File: src/rtl/can_rx_frame_sequencer.sv
// CAN 2.0A/B receive field sequencer: walks SOF..EOF on de-stuffed bits and extracts header/data.
// Optional CRC-15 check is compiled in when CAN_CRC_CHECK_EN is defined; otherwise crc_err is tied low.
`timescale 1ns/1ps
module can_rx_frame_sequencer #(
   parameter int MAX_DATA_BYTES = 8,
   parameter int BIT_CNT_W      = 8
) (
   input  logic                 clk,
   input  logic                 rst,
   input  logic                 sof,
   input  logic                 din,
   input  logic                 dvalid,
   input  logic                 error,
   input  logic                 overload,
   output logic                 sample_en,
   output logic [3:0]           field,
   output logic [BIT_CNT_W-1:0] bit_cnt,
   output logic [28:0]          id,
   output logic                 ide,
   output logic                 rtr,
   output logic [3:0]           dlc,
   output logic                 header_valid,
   output logic [7:0]           data_byte,
   output logic                 data_byte_valid,
   output logic                 frame_done,
   output logic                 form_err,
   output logic                 crc_err
);

   typedef enum logic [3:0] {
      IDLE    = 4'd0,  ID_A    = 4'd1,  SRR_RTR = 4'd2,  IDE     = 4'd3,
      ID_B    = 4'd4,  RTR_EXT = 4'd5,  RES     = 4'd6,  DLC     = 4'd7,
      DATA    = 4'd8,  CRC     = 4'd9,  CRC_DEL = 4'd10, ACK     = 4'd11,
      ACK_DEL = 4'd12, EOF     = 4'd13
   } state_t;

   state_t      state, next_state;
   logic [4:0]  cnt, next_cnt;
   logic [3:0]  bytes_left;
   logic [7:0]  data_sr;
   logic [3:0]  dlc_full;
   logic [3:0]  n_bytes;
   logic        abort, consume, last_bit, fixed_bad;
   logic        header_done, byte_done, eof_done, form_bad;

   assign field = state;

   always_comb begin
      abort       = (state != IDLE) && (error || overload);
      consume     = dvalid && !abort && ((state != IDLE) || sof);
      last_bit    = (cnt == 5'd0);
      dlc_full    = {dlc[2:0], din};
      fixed_bad   = !din && ((state == CRC_DEL) || (state == ACK_DEL) || (state == EOF));
      if (rtr)
         n_bytes = 4'd0;
      else if (int'(dlc_full) > MAX_DATA_BYTES)
         n_bytes = 4'(MAX_DATA_BYTES);
      else
         n_bytes = dlc_full;
      header_done = consume && (state == DLC) && last_bit;
      byte_done   = consume && (state == DATA) && last_bit;
      eof_done    = consume && !fixed_bad && (state == EOF) && last_bit;
      form_bad    = consume && fixed_bad;
      next_state  = state;
      next_cnt    = cnt;
      if (abort) begin
         next_state = IDLE;
         next_cnt   = 5'd0;
      end else if (consume) begin
         if (fixed_bad) begin
            next_state = IDLE;
            next_cnt   = 5'd0;
         end else if (!last_bit) begin
            next_cnt = cnt - 5'd1;
         end else begin
            case (state)
               IDLE:    next_state = ID_A;
               ID_A:    next_state = SRR_RTR;
               SRR_RTR: next_state = IDE;
               IDE:     next_state = din ? ID_B : RES;
               ID_B:    next_state = RTR_EXT;
               RTR_EXT: next_state = RES;
               RES:     next_state = DLC;
               DLC:     next_state = (n_bytes == 4'd0) ? CRC : DATA;
               DATA:    next_state = (bytes_left == 4'd1) ? CRC : DATA;
               CRC:     next_state = CRC_DEL;
               CRC_DEL: next_state = ACK;
               ACK:     next_state = ACK_DEL;
               ACK_DEL: next_state = EOF;
               EOF:     next_state = IDLE;
               default: next_state = IDLE;
            endcase
            // Counter holds (field length - 1); the extended reserved field is r1+r0.
            case (next_state)
               ID_A:    next_cnt = 5'd10;
               ID_B:    next_cnt = 5'd17;
               RES:     next_cnt = (state == RTR_EXT) ? 5'd1 : 5'd0;
               DLC:     next_cnt = 5'd3;
               DATA:    next_cnt = 5'd7;
               CRC:     next_cnt = 5'd14;
               EOF:     next_cnt = 5'd6;
               default: next_cnt = 5'd0;
            endcase
         end
      end
   end

   always_ff @(posedge clk) begin
      if (rst)
         state <= IDLE;
      else
         state <= next_state;
   end

   always_ff @(posedge clk) begin
      if (rst) begin
         cnt             <= 5'd0;
         sample_en       <= 1'b0;
         bit_cnt         <= '0;
         id              <= '0;
         ide             <= 1'b0;
         rtr             <= 1'b0;
         dlc             <= 4'd0;
         bytes_left      <= 4'd0;
         data_sr         <= 8'd0;
         data_byte       <= 8'd0;
         header_valid    <= 1'b0;
         data_byte_valid <= 1'b0;
         frame_done      <= 1'b0;
         form_err        <= 1'b0;
      end else begin
         cnt             <= next_cnt;
         sample_en       <= (next_state != IDLE);
         header_valid    <= header_done;
         data_byte_valid <= byte_done;
         frame_done      <= eof_done;
         form_err        <= form_bad;
         if (consume) begin
            if (state == IDLE) begin
               bit_cnt <= BIT_CNT_W'(1);
               id      <= '0;
               ide     <= 1'b0;
               rtr     <= 1'b0;
               dlc     <= 4'd0;
            end else if (bit_cnt != '1) begin
               bit_cnt <= bit_cnt + BIT_CNT_W'(1);
            end
            case (state)
               ID_A, ID_B:       id  <= {id[27:0], din};
               SRR_RTR, RTR_EXT: rtr <= din;
               IDE:              ide <= din;
               DLC: begin
                  dlc <= dlc_full;
                  if (last_bit)
                     bytes_left <= n_bytes;
               end
               DATA: begin
                  data_sr <= {data_sr[6:0], din};
                  if (last_bit) begin
                     data_byte  <= {data_sr[6:0], din};
                     bytes_left <= bytes_left - 4'd1;
                  end
               end
               default: ;
            endcase
         end
      end
   end

`ifdef CAN_CRC_CHECK_EN
   // Received CRC bits are fed through the same LFSR; a good frame leaves a zero remainder.
   logic [14:0] crc;

   function automatic logic [14:0] crc_step(input logic [14:0] c, input logic b);
      logic [14:0] s;
      s = {c[13:0], 1'b0};
      if (b ^ c[14])
         s = s ^ 15'h4599;
      return s;
   endfunction

   always_ff @(posedge clk) begin
      if (rst) begin
         crc     <= 15'd0;
         crc_err <= 1'b0;
      end else begin
         crc_err <= 1'b0;
         if (consume) begin
            if (state == IDLE)
               crc <= crc_step(15'd0, din);
            else if ((state >= ID_A) && (state <= CRC))
               crc <= crc_step(crc, din);
            if (state == CRC_DEL)
               crc_err <= (crc != 15'd0);
         end
      end
   end
`else
   assign crc_err = 1'b0;
`endif

endmodule
File: config.mk
export PLATFORM = sky130hd
export DESIGN_NAME = can_rx_frame_sequencer
export DESIGN_NICKNAME = d
export VERILOG_FILES = /design/src/rtl/can_rx_frame_sequencer.sv
export SDC_FILE = /design/constraint.sdc
export NUM_CORES = 1
export LEC_CHECK = 0
export CORE_MARGIN = 2
export CORE_UTILIZATION = 55
export CTS_BUF_LIST = sky130_fd_sc_hd__clkbuf_2
export DETAILED_ROUTE_END_ITERATION = 10
export PLACE_DENSITY = 0.84
export SLEW_MARGIN = 5
export SYNTH_ARGS = -nofsm -noshare
export SYNTH_HDL_FRONTEND = slang
export SYNTH_SLANG_ARGS = --single-unit
export TNS_END_PERCENT = 20
File: constraint.sdc
create_clock -name clk -period 6.42 [get_ports clk]
set_input_delay 1.284 -clock clk [delete_from_list [all_inputs] [get_ports clk]]
set_output_delay 1.284 -clock clk [all_outputs]
set_load 0.005 [all_outputs]
==> impl_metrics.yaml, run 1 <==
final_layout:
  area_delta_synth_final_pct: 22.3
  drive_gt1_share_pct: 5.13
  diodes: 0
  fin_nets: 475
worst_setup_path:
  crit_fanout: 29
  crit_path_start_kind: "primary input"
  arrival_ps: 4070
  reg2reg_slack_ps: 3080
  cp.buffers_inverters: 1
  critPathTopFamily: "simple AND/OR/NAND/NOR gates"
  crit_path_max_incr_delay_ps: 760
  crit_type: "in -> reg"
  required_ps: 6830
  critical-path-slowest-cell: "nand2_1"
  cp_cell_sequence: "clkdlybuf4s50_1 > and2_1 > mux2i_2 > nor2_1 > nand2_1 > nand3_1 > a21oi_1"
  crit_path_end_kind: "flop"
power_and_ir_drop:
  ir_drop_v: 0.000150
  power.leakage_nw: 1.53
  power.density_mw_per_mm2: 229
clocking:
  cts_resized: 0
  h-tree-depth: 3
  cts_buffers: 9
  clk_pin_slew_worst_paths_ps: 200
  post_cts_buffers: 0
  ctsHoldBuffers: 0
  cts_tree: "built"
  clock_latency_ps: 480
  clkSinkCount: 76
  cts_root_buf: "clkbuf_2"
  clockBufferDepth: 2
floorplanning:
  ios: 68
  core_mm2: 0.00596
  initial_core_util_pct: 57.4
  floorplan.die_area_mm2: 0.00686
  dieWidth_um: 82.8
  die_height_um: 82.8
  core.rowCount: 28
sta:
  tns_ps: 0
  finalMaxSlewViolations: 0
  hold_viol_final: 0
  rsz0062_at_grt: "no"
  fin_crit_ps: 3670
  finalCritPeriodShare_pct: 57.1
  final.setup.worst_slack_ps: 2750
  max_freq_ghz: 0.273
  timing.slew.headroom_pct: 25.1
  tightest_slew_ps: 1120
  setup_viol: 0
  clock_skew_ps: 21.6
yosys:
  syn_area_mm2: 0.00342
  async_flop_share_pct: 0
  yosysSeqAreaShare_pct: 44.5
  avgSynthCellArea_um2: 8.21
  synth-warning-count: 0
  ys_ff_latch: 76
  synth_nets: 427
  synthesis.instances: 416
  ys_types: 52
  synth_edf_count: 0
  ys.flop_type: "dfxtp_1"
grt:
  grt_pass1_vias: 2715
  grt_max_degree: 62
  grt_pass1_wl_mm: 12.5
  grt_use_total_pct: 21.9
  antenna_found_initial: 0
  overflow: 0
drt:
  drt_wl_total_mm: 7.67
  first_pass_iters: 5
  drt_iter0_markers: 190
  wire_per_inst_um: 14.1
  vias: 3115
  vias_per_cell: 5.74
  drc: 0
  ant_nets: 0
placed_design:
  place_ws_ps: 2350
  place_hpwl_mm: 5.05
  routabilityCongestion: 0.886
  numPortBuffers: 66
outcome:
  status: "finished clean"
worst_hold_path:
  holdCritPathClass: "reg -> reg"
job:
  drv_cap: 0
## layout make-up
cell class / instances / area (µm²)
Sequential cell: 76 / 1520
Clock buffer: 10 / 50.0
Timing Repair Buffer: 67 / 663
Clock inverter: 5 / 77.6
Inverter: 7 / 26.3
Fill cell: 484 / 1780
Tap cell: 75 / 93.8
Multi-Input combinational cell: 303 / 1750
## layout by cell type, fill, tap and decap left out, types with 4 or more instances in the layout
cell	instances
nand2b_1	5
a31oi_1	9
and3_1	6
nand3_1	38
a21oi_1	41
o21ai_0	15
xor2_1	7
inv_1	7
nand4_1	5
mux2i_1	16
clkdlybuf4s50_1	65
nor2b_1	6
dfxtp_1	76
nor3_1	8
nand2_1	44
nor2_1	47
clkbuf_2	10
ha_1	4
## stage by stage
step                      hold WS [ps]  cells  utilization [%]  cell area, µm²  power (mW)
after global placement             458    528             68.0            4050       0.672
after CTS                          474    543             70.2            4180       0.960
after global routing               483    543             70.2            4180        1.01
final                              471    543             70.2            4180       0.956
after floorplan                    450    416                -            3420       0.634
after detailed placement           466    528             68.0            4050       0.675
## cell usage after synthesis (3+ instances only)
cell type  number  area share, %
a21oi_1        41            6.0
a22oi_1         3           0.66
a31oi_1         9            1.6
and2_1          3           0.55
and3_1          6            1.1
buf_2           6           0.88
clkbuf_1       21            2.3
dfxtp_1        76             45
ha_1            4            1.5
inv_1           7           0.77
mux2i_1        16            4.7
nand2_1        44            4.8
nand2b_1        5           0.92
nand3_1        38            5.6
nand4_1         5           0.92
nor2_1         47            5.2
nor2b_1         6            1.1
nor3_1          8            1.2
nor3b_1         3           0.66
nor4_1          3           0.55
o21ai_0        15            2.2
o31ai_1         3           0.66
or3_1           3           0.55
xor2_1          7            1.8
## logic make-up after synthesis
| logic type | synth area share, % |
|---|---|
| muxes | 5.42 |
| buffers and inverters | 4.50 |
| AOI/OAI and AO/OA | 15.7 |
| DFF | 44.5 |
| xor gates and xnor gates | 2.31 |
| adders and majority gates | 1.76 |
| and+or+nand+nor | 25.7 |
| other | 0.110 |
## registers in the layout, indices dropped and copies added, names as in the netlist
register	flops
id	29
bit_cnt	8
frame_done	1
data_byte	8
bytes_left	4
ide	1
header_valid	1
sample_en	1
dlc	4
rtr	1
data_byte_valid	1
cnt	5
field	4
form_err	1
data_sr	7
## worst min-delay path, delay by kind of cell (launching register included)
family             cells  cell delay (ps)
AOI/OAI and AO/OA      1               50
DFF                    1              360
and+or+nand+nor        1               60
## path summary, 6_finish.rpt
check            from     end  depth (start not counted)
min reg2reg    id[10]  id[11]                          2
max            dvalid   id[3]                          7
min            id[10]  id[11]                          2
max reg2reg  field[2]   id[3]                          6
## layer usage
metal / share of wire (%) / wire (µm) / track usage (%)
met5: 0 / 0 / 0
met4: 1.9 / 144 / 11.2
met3: 6.1 / 466 / 4.47
met2: 47 / 3620 / 33.7
met1: 45 / 3440 / 29.1
## power breakdown
part | leakage [nW] | switching, mW | internal (mW)
Clock | 0.0794 | 0.160 | 0.128
Combinational | 0.834 | 0.109 | 0.0619
Sequential | 0.613 | 0.0155 | 0.482
Total | 1.53 | 0.284 | 0.672
(Power assumes the default switching activity.)
==> inputs of run 2 (changes only) <==
- CORE_UTILIZATION: 55 -> 53
- PLACE_DENSITY: 0.84 -> 0.82
- clock period: 6.42 -> 3.5 ns (I/O delays scaled with it)
==> run 2 against run 1 <==
Die area increased by 3.6%; total power increased by 81%; setup slack got worse by 1900 ps; utilization decreased by 3.0 points; via count increased by 1.0%; sequential share of layout area decreased by 0.35 points; cell count increased by 1.7%; flip-flop and latch count unchanged; critical endpoint is now field[1]; largest cell class unchanged.
==> impl_metrics.yaml, run 2 (synthesis results as in run 1) <==
outcome:
  status: "finished clean"
clocking:
  clock_latency_ps: 510
  clk_pin_slew_worst_paths_ps: 220
  cts_buffers: 9
  h-tree-depth: 3
  ctsHoldBuffers: 0
  post_cts_buffers: 0
  clkSinkCount: 76
  cts_root_buf: "clkbuf_2"
  clockBufferDepth: 2
  cts_resized: 0
  cts_tree: "built"
floorplanning:
  die_height_um: 84.3
  initial_core_util_pct: 54.4
  dieWidth_um: 84.3
  ios: 68
  floorplan.die_area_mm2: 0.00711
  core_mm2: 0.00628
  core.rowCount: 29
job:
  drv_cap: 0
final_layout:
  largest_reg_flops: 29
  reg.largest.list: "id: 29 flops, bit_cnt: 8 flops, data_byte: 8 flops"
  diodes: 0
  regMostFlops: "id"
  final_cell_mix: "dfxtp_1 (76), clkdlybuf4s50_1 (65), nor2_1 (47)"
  drive_gt1_share_pct: 6.74
  area_delta_synth_final_pct: 23.5
  fin_nets: 481
  final_common_cell: "dfxtp_1"
  fin_util_pct: 67.2
worst_hold_path:
  holdCritPathClass: "reg -> reg"
  hp-start: "id[24]"
  hold_depth: 2
  hold_path_end: "id[25]"
sta:
  finalCritPeriodShare_pct: 74.3
  rsz0062_at_grt: "no"
  tightest_slew_ps: 830
  timing.slew.headroom_pct: 43.9
  clock_skew_ps: 21.5
  final.setup.worst_slack_ps: 899
  hold_viol_final: 0
  max_freq_ghz: 0.384
  setup_viol: 0
  finalMaxSlewViolations: 0
  fin_crit_ps: 2600
  tns_ps: 0
placed_design:
  place_hpwl_mm: 5.35
  routabilityCongestion: 0.897
  numPortBuffers: 66
  place_ws_ps: 674
grt:
  grt_pass1_vias: 2930
  grt_pass1_wl_mm: 13.3
  grt_max_degree: 42
  antenna_found_initial: 0
  grt_use_total_pct: 22.6
  overflow: 0
worst_setup_path:
  crit_fanout: 16
  arrival_ps: 1900
  rr_startpoint: "field[1]"
  reg2reg_slack_ps: 1020
  required_ps: 2800
  crit_type: "reg -> out"
  crit_path_start_kind: "flop"
  reg2reg_depth: 4
  cp_cell_sequence: "clkdlybuf4s50_1"
  worstReg2RegEnd: "bytes_left[2]"
  cp.buffers_inverters: 1
  crit_path_max_incr_delay_ps: 770
  crit_start: "field[1]"
  critical-path-slowest-cell: "dfxtp_1"
  critPathTopFamily: "flip-flops"
  crit_path_end_kind: "output pin"
power_and_ir_drop:
  power.density_mw_per_mm2: 409
  power.leakage_nw: 1.54
  power.total_mw: 1.73
  ir_drop_v: 0.000313
drt:
  ant_nets: 0
  vias_per_cell: 5.70
  wire_per_inst_um: 14.3
  drt_iter0_markers: 287
  first_pass_iters: 5
  vias: 3147
  drt_wl_total_mm: 7.90
  drc: 0
run 2: cell count changes in the layout (fill, tap and decap cells not counted), sizes merged:
cell | previous run | this run
buf | 2 | 8
bufinv | 2 | 1
clkbuf | 10 | 9
clkinv | 3 | 2
clkinvlp | 0 | 3
inv | 7 | 8
run 2: per-layer routing:
layer,vias to the layer above,part of all wire [%],track usage (%)
li1,1573,-,-
met1,1482,47,29.7
met2,84,48,36.7
met3,8,4.3,3.83
met4,0,1.4,9.68
met5,-,0,0
run 2: metrics by stage:
| stage | hold slack [ps] | instances | instance area, µm² |
|---|---|---|---|
| after CTS | 472 | 552 | 4220 |
| after global routing | 502 | 552 | 4220 |
| after global placement | 458 | 536 | 4100 |
| after detailed placement | 465 | 536 | 4100 |
| final | 476 | 552 | 4220 |
| after floorplan | 450 | 416 | 3420 |
run 2: area by class of cell:
type                       count  area [µm²]
inverter                       7        26.3
clock inverter                 7        75.1
multi-input combinational    303        1750
tap                           77        96.3
fill                         543        2060
clock buffer                   9        45.0
sequential                    76        1520
timing repair buffer          73         708
run 2: worst max path at each step:
| stage | to | slack, ps | depth (start not counted) |
|---|---|---|---|
| finish | field[1] | 900 | 1 |
| global route | field[1] | 780 | 1 |
| floorplan | bit_cnt[7] | 1350 | 6 |
| global placement | data_byte[6] | 740 | 6 |
| CTS | field[1] | 880 | 1 |
| detailed placement | bytes_left[2] | 670 | 7 |
run 2: power by group:
part	switching (mW)	leakage (nW)	total [mW]	internal, mW
Combinational	0.203	0.863	0.321	0.118
Clock	0.325	0.0645	0.491	0.166
Sequential	0.0285	0.613	0.914	0.885
==> inputs of run 3 (changes only) <==
- clock period: 3.5 -> 2.65 ns (I/O delays scaled with it)
==> run 3 against run 2 <==
Utilization is 0.96 points higher; critical path type is now reg -> reg; flip-flop and latch count unchanged; sequential power up 30%; cell count grew 1.1%; die area unchanged; combinational power rose by 49%.
==> impl_metrics.yaml, run 3 (synthesis results as in run 1) <==
outcome:
  status: "finished clean"
sta:
  tightest_slew_ps: 565
  hold_viol_final: 0
  finalMaxSlewViolations: 0
  rsz0062_at_grt: "no"
  timing.slew.headroom_pct: 62.3
  max_freq_ghz: 0.432
  hold_ws_ps: 259
  finalCritPeriodShare_pct: 87.3
  clock_skew_ps: 20.9
  tns_ps: 0
  fin_crit_ps: 2310
  setup_viol: 0
floorplanning:
  dieWidth_um: 84.3
  core.rowCount: 29
  die_height_um: 84.3
  core_mm2: 0.00628
  initial_core_util_pct: 54.4
  floorplan.die_area_mm2: 0.00711
  ios: 68
worst_hold_path:
  holdCritPathClass: "in -> reg"
  hold_depth: 2
power_and_ir_drop:
  swShare_pct: 31.0
  power.leakage_nw: 1.59
  power.density_mw_per_mm2: 531
  seqPwrFrac_pct: 52.3
  pwr-share-comb_pct: 21.0
  switching_power_mw: 0.705
  p_int_mw: 1.57
  ir_drop_v: 0.000395
  clockPowerShare_pct: 26.6
clocking:
  clock_latency_ps: 490
  clkSinkCount: 76
  cts_buffers: 9
  cts_tree: "built"
  cts_resized: 0
  cts_root_buf: "clkbuf_2"
  ctsHoldBuffers: 0
  clk_pin_slew_worst_paths_ps: 200
  h-tree-depth: 3
  post_cts_buffers: 0
  clockBufferDepth: 2
drt:
  drt_wl_total_mm: 8.05
  wire_per_inst_um: 14.4
  vias: 3223
  drc: 0
  vias_per_cell: 5.78
  drt_iter0_markers: 282
  ant_nets: 0
  first_pass_iters: 5
final_layout:
  final_common_cell: "dfxtp_1"
  area_delta_synth_final_pct: 25.3
  drive_gt1_share_pct: 7.69
  diodes: 0
  largest_reg_flops: 29
  fin_nets: 488
  final_cell_mix: "dfxtp_1 (76), clkdlybuf4s50_1 (65), nor2_1 (47)"
  regMostFlops: "id"
  reg.largest.list: "id: 29 flops, bit_cnt: 8 flops, data_byte: 8 flops"
grt:
  grt_max_degree: 57
  grt_pass1_vias: 3047
  grt_use_total_pct: 23.1
  antenna_found_initial: 0
  grt_pass1_wl_mm: 13.6
  overflow: 0
worst_setup_path:
  crit_type: "reg -> reg"
  reg2reg_depth: 7
  crit_path_start_kind: "flop"
  crit_fanout: 11
  required_ps: 3020
  crit_path_end_kind: "flop"
  arrival_ps: 2680
placed_design:
  place_hpwl_mm: 5.53
  numPortBuffers: 66
  routabilityCongestion: 0.954
job:
  drv_cap: 0
run 3: cell count changes in the layout (fill, tap and decap cells not counted), sizes merged:
cell | before | now
buf | 8 | 15
clkbuf | 9 | 10
clkinv | 2 | 3
clkinvlp | 3 | 0
run 3: worst max-delay path, cell delays in order, from the launching register on:
cell	delay, ps
dfxtp_1	360
inv_1	70
ha_1	190
nand2b_1	100
or3_1	540
or3_1	630
mux2i_1	230
nor2_1	60
run 3: path summary, 6_finish.rpt:
check          from            to  slack [ps]
min reg2reg   id[3]         id[4]         480
max reg2reg  cnt[0]  data_byte[3]         340
max          cnt[0]  data_byte[3]         340
min             rst    bit_cnt[0]         260
run 3: routing by layer:
metal	share of wire (%)	track usage (%)
met5	0	0
met4	2.2	11.1
met3	5.5	4.33
met2	48	37.4
met1	44	29.8
run 3: cell type report:
cell class,instances,area (µm²)
Timing Repair Buffer,80,786
Clock inverter,5,52.6
Tap cell,77,96.3
Inverter,7,26.3
Fill cell,541,2000
Clock buffer,10,50.0
Multi-Input combinational cell,303,1750
Sequential cell,76,1520
run 3: per-stage QoR:
step | utilization [%] | power (mW) | setup slack, ps | area, µm² | cells
floorplan | - | 1.54 | 595 | 3420 | 416
global placement | 66.6 | 1.67 | 116 | 4180 | 543
detailed placement | 66.6 | 1.68 | 19.0 | 4180 | 543
CTS | 68.2 | 2.27 | 348 | 4280 | 558
global route | 68.2 | 2.39 | 180 | 4280 | 558
finish | 68.2 | 2.27 | 336 | 4280 | 558
run 3: power by group through the flow:
stage | Clock (mW) | Combinational, mW | Sequential, mW
after floorplan | 0 | 0.322 | 1.21
after global placement | 0 | 0.462 | 1.21
after detailed placement | 0 | 0.466 | 1.21
after CTS | 0.616 | 0.469 | 1.19
after global routing | 0.668 | 0.522 | 1.20
final | 0.606 | 0.479 | 1.19
